<file path="config.mk">
export PLATFORM = sky130hd
export DESIGN_NAME = mulu_flat
export DESIGN_NICKNAME = d
export VERILOG_FILES = /design/src/rtl/mulu_if.sv /design/src/rtl/mulu.sv /design/src/flat_wrapper.sv
export SDC_FILE = /design/constraint.sdc
export NUM_CORES = 1
export LEC_CHECK = 0
export BUFFER_PORTS_ARGS = -buffer_cell sky130_fd_sc_hd__buf_2
export CORE_MARGIN = 8
export CORE_UTILIZATION = 57
export CTS_CLUSTER_DIAMETER = 40
export DETAILED_ROUTE_END_ITERATION = 16
export GPL_ROUTABILITY_DRIVEN = 0
export HOLD_SLACK_MARGIN = 0.06
export PLACE_DENSITY = 0.8
export SLEW_MARGIN = 10
export SYNTH_ARGS = -nofsm -noshare
export SYNTH_HDL_FRONTEND = slang
export SYNTH_SLANG_ARGS = --single-unit
</file>
<file path="constraint.sdc">
create_clock -name clock -period 3.1 [get_ports clock]
set_input_delay 0.62 -clock clock [delete_from_list [all_inputs] [get_ports clock]]
set_output_delay 0.62 -clock clock [all_outputs]
set_load 0.005 [all_outputs]
</file>
<file path="src/rtl/mulu_if.sv">
// Operand/result bundle for the mulu shift-add multiplier.
// The master drives the operands and start; the slave returns status and the product.
interface mulu_if;
  logic [31:0] a;
  logic [31:0] b;
  logic        start;
  logic        busy;
  logic        done;
  logic [31:0] hi;
  logic [31:0] lo;

  modport master (output a, b, start, input  busy, done, hi, lo);
  modport slave  (input  a, b, start, output busy, done, hi, lo);
endinterface

</file>
<file path="src/rtl/mulu.sv">
// 32x32 unsigned radix-2 shift-add multiplier: 32 iterations per product, with a registered {hi,lo} result.
// A start request always restarts the operation, even one that is already running.
module mulu (
  input  logic   clock,
  input  logic   reset,
  mulu_if.slave  bus
);

  typedef enum logic {
    S_IDLE = 1'b0,
    S_BUSY = 1'b1
  } state_t;

  state_t      state_q, state_d;
  logic [4:0]  cnt_q, cnt_d;
  logic [31:0] a_q, a_d;
  logic [63:0] p_q, p_d;
  logic        done_q, done_d;
  logic [31:0] hi_q, hi_d;
  logic [31:0] lo_q, lo_d;

  logic [32:0] sum;
  logic [63:0] p_step;

  always_ff @(posedge clock) begin
    if (reset) begin
      state_q <= S_IDLE;
      cnt_q   <= '0;
      a_q     <= '0;
      p_q     <= '0;
      done_q  <= 1'b0;
      hi_q    <= '0;
      lo_q    <= '0;
    end else begin
      state_q <= state_d;
      cnt_q   <= cnt_d;
      a_q     <= a_d;
      p_q     <= p_d;
      done_q  <= done_d;
      hi_q    <= hi_d;
      lo_q    <= lo_d;
    end
  end

  // The 33-bit sum keeps the carry, and the right shift moves that carry into bit 63.
  always_comb begin
    sum    = {1'b0, p_q[63:32]} + (p_q[0] ? {1'b0, a_q} : 33'd0);
    p_step = {sum, p_q[31:1]};
  end

  always_comb begin
    state_d = state_q;
    cnt_d   = cnt_q;
    a_d     = a_q;
    p_d     = p_q;
    done_d  = 1'b0;
    hi_d    = hi_q;
    lo_d    = lo_q;

    // A start request overrides both a running iteration and a pending completion.
    if (bus.start) begin
      state_d = S_BUSY;
      cnt_d   = '0;
      a_d     = bus.a;
      p_d     = {32'd0, bus.b};
    end else if (state_q == S_BUSY) begin
      p_d = p_step;
      if (cnt_q == 5'd31) begin
        state_d = S_IDLE;
        cnt_d   = '0;
        done_d  = 1'b1;
        hi_d    = p_step[63:32];
        lo_d    = p_step[31:0];
      end else begin
        cnt_d = cnt_q + 5'd1;
      end
    end
  end

  assign bus.busy = (state_q == S_BUSY);
  assign bus.done = done_q;
  assign bus.hi   = hi_q;
  assign bus.lo   = lo_q;

endmodule

</file>
<file path="src/flat_wrapper.sv">
// flat-port wrapper written by rule: the top's interface ports become plain ports
module mulu_flat 
  (clock, reset, bus_a, bus_b, bus_start, bus_busy, bus_done, bus_hi, bus_lo);
  mulu_if bus_i ();
  input  logic clock;
  input  logic reset;
  input wire logic [$bits(bus_i.a)-1:0] bus_a;
  input wire logic [$bits(bus_i.b)-1:0] bus_b;
  input wire logic [$bits(bus_i.start)-1:0] bus_start;
  output wire logic [$bits(bus_i.busy)-1:0] bus_busy;
  output wire logic [$bits(bus_i.done)-1:0] bus_done;
  output wire logic [$bits(bus_i.hi)-1:0] bus_hi;
  output wire logic [$bits(bus_i.lo)-1:0] bus_lo;
  assign bus_i.a = bus_a;
  assign bus_i.b = bus_b;
  assign bus_i.start = bus_start;
  assign bus_busy = bus_i.busy;
  assign bus_done = bus_i.done;
  assign bus_hi = bus_i.hi;
  assign bus_lo = bus_i.lo;
  mulu u_core (.clock(clock), .reset(reset), .bus(bus_i));
endmodule
</file>
* Word level (Yosys, flattened, before mapping)
Index checks and enable logic that the tools add are counted.
** Cells by class
- Mux-type cells :: 8
- Equal/unequal tests :: 1
- Bitwise gates (word level) :: 2
- Add/subtract/negate cells :: 2
- Reduce and logical (&&, ||, !) cells :: 4
** Operators with widths (number)
- 32-bit 2-to-1 mux :: 3
- 32-bit by 32-bit adder with 33-bit output :: 1
- 5-bit by 1-bit adder with 5-bit output, second input constant :: 1
- 5-bit == test, second input constant :: 1
- 5-bit 2-to-1 mux :: 1
- 1-bit 2-to-1 mux :: 4
- 3-bit AND reduction :: 1
- 3-bit OR reduction :: 1
- 1-bit inverter :: 2
- 2-bit nonzero test :: 1
- 2-bit OR reduction :: 1
** Storage, ports and cells
- Output and inout port bits :: 66
- Word-level logic and storage cells :: 25
- Register bits after elaboration :: 167

* Logic depth before layout (Yosys ltp)
- Depth after elaboration :: 4
- Mapped depth :: 12
- Mapped depth without buffers :: 11

* Worst setup path after synthesis
Ideal clock, no wire load.
- Path type :: register to register
- From :: register u_core.p_q[0]
- To :: register u_core.hi_q[31], in the netlist u_core.bus.hi[31]
- Path slack :: 0.275 ns
- Library setup time :: 0.137 ns
- Cell stages (with the launch flop) :: 12
- Data required time :: 2.963 ns
- Arrival time :: 2.688 ns
- Clock period less this slack :: 2.825 ns
- Cell sequence :: dfxtp_1 -> clkbuf_1 -> and2_1 -> fa_1 -> a21o_1 -> a221o_1 -> a31oi_1 -> o21ai_1 -> a31oi_1 -> nor4_1 -> a211oi_1 -> a211oi_1
** On the way
- Cells in the longest elaborated chain, start to end :: 2
** RTL lines
- start, declared :: line mulu.sv:17 : logic [63:0] p_q, p_d;
- start signal, assigned :: line mulu.sv:38 : p_q <= p_d;
- 32-bit 2-to-1 mux :: line mulu.sv:47 : sum = {1'b0, p_q[63:32]} + (p_q[0] ? {1'b0, a_q} : 33'd0);
- 32-bit by 32-bit adder with 33-bit output :: line mulu.sv:47
- end signal, assigned :: line mulu.sv:40 : hi_q <= hi_d;
- end, declared :: line mulu.sv:19 : logic [31:0] hi_q, hi_d;
Every way passes these cells.
A chain may end at the register's enable or synchronous reset.

* Worst setup path after layout
- From :: register u_core.p_q[0]
- To :: register u_core.hi_q[30], in the netlist u_core.bus.hi[30]
The elaborated chain is that of the path after synthesis.

==> results.py <==
metrics = {
    "synthesis": {
        "syn_area_per_cell_um2": 8.35,
        "ys_seq_elements": 167,
        "seq_area_frac_synth": 0.412,
        "ys.flop_type": "dfxtp_1",
        "synth_fp_nets": 1074,
        "synth_edf_count": 0,
        "ys_async_sr_fraction": 0,
        "syn_area_um2": 8110,
        "synth.distinct_cells": 57,
        "syn_inst": 972,
        "ys_warn_count": 0,
    },
    "grt": {
        "grt_pass1_wl_um": 33800,
        "use_met3": 0.0486,
        "antenna_found_initial": 0,
        "grtUsageMet1": 0.292,
        "grt_max_degree": 77,
        "grt_util_all_layers": 0.226,
        "use_met2": 0.357,
        "gr-total-overflow": 0,
        "grt_pass1_vias": 6864,
        "top_usage_layer": "met2",
    },
    "critical_path": {
        "worstSetupStartpointType": "flop",
        "cp_slowest_cell": "ha_1",
        "r2r_cells": 11,
        "crit-reg2reg-launch": "u_core.p_q[0]",
        "crit_chain": "buf_6 > and2_1 > ha_1 > a21o_1 > a31oi_1 > o22ai_1 > a211o_1 > o21ai_4 > o31ai_2 > mux2_4 > a2111oi_4",
        "worst-path-buf-inv": 1,
        "crit_required_ns": 3.44,
        "r2r_slack_ns": 0.1,
        "critPathMaxStageDelay_ns": 0.37,
        "worstSetupPathType": "reg -> reg",
        "worstPathArrival_ns": 3.34,
        "r2r-end": "u_core.bus.hi[30]",
        "crit_family": "compound AO/OA/AOI/OAI gates",
        "critPathMaxFanout": 23,
        "cp-end-kind": "flop",
    },
    "power": {
        "seqPwrFrac": 0.467,
        "internal-power_w": 0.00368,
        "p_leak_nw": 4.30,
        "p_switching_w": 0.00111,
        "power_frac_comb": 0.068,
        "clockPowerShare": 0.465,
        "ir_drop_mv": 0.425,
        "netSwitchingFraction": 0.231,
        "powerDensity_nw_per_um2": 499,
    },
    "final_layout": {
        "area_growth_pct": 18.3,
        "nFillCells": 1123,
        "multi_input_area_um2": 4530,
        "seq_area_um2": 3350,
        "final_util": 0.691,
        "diodes": 0,
        "layout-drive-gt1-share": 0.188,
        "nNetsFinal": 1181,
        "final_area_um2": 9590,
    },
    "min_path": {
        "hold_path_startpoint": "bus_b[16]",
        "min_path_type": "in -> reg",
        "min_to": "u_core.p_q[16]",
        "hold_path_depth": 3,
    },
    "clock_tree": {
        "cts_max_path_buffers": 2,
        "root_buffer": "clkbuf_16",
        "clkTransAtPathRegs_ns": 0.07,
        "clkSinkCount": 167,
        "clk_latency_ns": 0.43,
        "cts_buffers": 17,
        "cts_tree": "yes",
        "htree_levels": 4,
        "cts_hold_buf": 0,
    },
    "detailed_routing": {
        "final_antenna_net_count": 0,
        "wl_um": 20800,
        "vias": 7210,
        "first_iter_violations": 502,
        "drc": 0,
        "drtPass1Iterations": 5,
        "wire_per_inst_um": 16.4,
        "routed_via_density": 5.67,
    },
    "place": {
        "dpl.hpwl_um": 14300,
        "io_buffers": 132,
        "dpl_cell_area_um2": 8900,
    },
    "timing": {
        "fin_worst_skew_ns": 0.00725,
        "slew_violations": 0,
        "worst_pin_slew_ns": 1.01,
        "fmax_mhz": 333,
        "slew_headroom": 0.328,
        "holdWs_ns": 0.416,
        "fin_crit_sh": 0.968,
        "fin_crit_ns": 3.00,
        "hold_viol_final": 0,
        "finalSetupViolCount": 0,
    },
    "die": {
        "initial_core_util": 0.584,
        "dieArea_um2": 18300,
        "placementRows": 43,
        "die_h_um": 135,
        "core_um2": 13900,
        "die_x_um": 135,
        "pin_count": 133,
    },
    "job": {
        "maxCapViolCount": 0,
    },
    "outcome": {
        "status": "finished clean",
    },
}
-- how the worst max path moves through the flow --
stage                  startpoint                end  slack [ns]  cells past startpoint
floorplan           u_core.p_q[0]  u_core.bus.hi[31]        0.27                     11
global placement    u_core.p_q[0]     u_core.p_q[63]        0.18                     11
detailed placement  u_core.p_q[0]     u_core.p_q[63]        0.09                     11
CTS                 u_core.p_q[0]     u_core.p_q[63]        0.07                     11
global route        u_core.p_q[0]     u_core.p_q[63]      -0.004                     11
finish              u_core.p_q[0]  u_core.bus.hi[30]         0.1                     11
-- sequential cells by signal, summed over array words and instances (netlist names) --
| signal | count |
|---|---|
| u_core.bus.done | 1 |
| u_core.p_q | 64 |
| u_core.cnt_q | 5 |
| u_core.a_q | 32 |
| u_core.bus.lo | 32 |
| u_core.bus.busy | 1 |
| u_core.bus.hi | 32 |
-- tightest hold or removal path: cells and delay by family --
family | cells | cell delay (ns)
buf+inv | 1 | 0.07
compound gates | 1 | 0.05
simple gates | 1 | 0.07
-- layout by cell type, fill, tap and decap left out, types with 3 or more instances in the layout --
master,n
dfxtp_1,166
nor2_1,151
buf_2,130
nand2_1,128
a21oi_1,115
mux2i_1,82
and2_1,39
ha_1,33
o21ai_0,22
buf_4,22
xnor2_1,18
clkbuf_16,18
a21o_1,17
a22o_1,12
nand3_1,11
xor2_1,11
inv_1,10
nand4_1,8
a211oi_1,7
nand3b_1,7
nor3_1,6
o211ai_1,6
and3_1,5
o21bai_1,5
a31oi_1,4
clkinvlp_4,4
bufinv_16,3
-- metrics by stage --
stage,setup TNS (ns),setup WS [ns],instances,power [W]
detailed placement,0,0.0943,1237,0.00260
floorplan,0,0.275,972,0.00250
finish,0,0.0979,1272,0.00479
global placement,0,0.176,1237,0.00260
global route,-0.00436,-0.00436,1272,0.00494
CTS,0,0.0706,1269,0.00482
-- repair_timing --
item | CTS | global route
setup endpoints to repair | 0 | 11
buffers inserted | 0 | 3
endpoints found under the hold margin | 0 | 0
resized for setup | 0 | 9
-- metal layers --
metal | share of wire | vias up
li1 | - | 3569
met1 | 0.45 | 3371
met2 | 0.46 | 226
met3 | 0.061 | 44
met4 | 0.022 | 0
met5 | 0 | -
-- power groups by stage --
stage,combinational (W),clock [W],sequential [W]
floorplan,0.000225,0,0.00227
global placement,0.000314,0,0.00228
detailed placement,0.000321,0,0.00228
CTS,0.000324,0.00226,0.00223
global route,0.000358,0.00234,0.00224
finish,0.000325,0.00223,0.00224
-- cell type report --
type | instances | area share
Multi-Input combinational cell | 730 | 0.472
Sequential cell | 167 | 0.349
Clock inverter | 13 | 0.0175
Timing Repair Buffer | 153 | 0.0862
Inverter | 10 | 0.00391
Tap cell | 180 | 0.0235
Clock buffer | 19 | 0.0484
-- kinds of logic after synthesis --
group                    count (synthesis)  synth area share
multiplexers                            83             0.103
adder cells (fa/ha/maj)                 35            0.0549
buffers and inverters                   75            0.0358
AO/OA/AOI/OAI                          216             0.167
XOR/XNOR                                29            0.0313
flip-flops                             167             0.412
AND/OR/NAND/NOR                        367             0.196
-- synth_stat cells, drive strengths merged (2+ instances only) --
library cell  count  area (µm²)
xnor2            18         158
a22o             12         105
mux2i            82         821
a31o              2        17.5
buf              17        72.6
nand3            11        55.1
or2               2        12.5
a21o             17         128
o21bai            5        37.5
a31oi             6        37.5
and3              5        31.3
nor3              7        40.0
a32oi             2        17.5
nand3b            7        52.6
o21ai            27         150
nand2           128         480
a21oi           115         576
xor2             11        96.3
a41oi             3        33.8
dfxtp           167        3340
nor3b             2        15.0
o211ai            6        45.0
a2111oi           2        42.5
nand4             8        50.1
a211o             2        17.5
inv              10        37.5
clkbuf           48         180
ha               34         425
nor2            152         571
a211oi            7        52.6
and2             39         244
(Power assumes the default switching activity.)
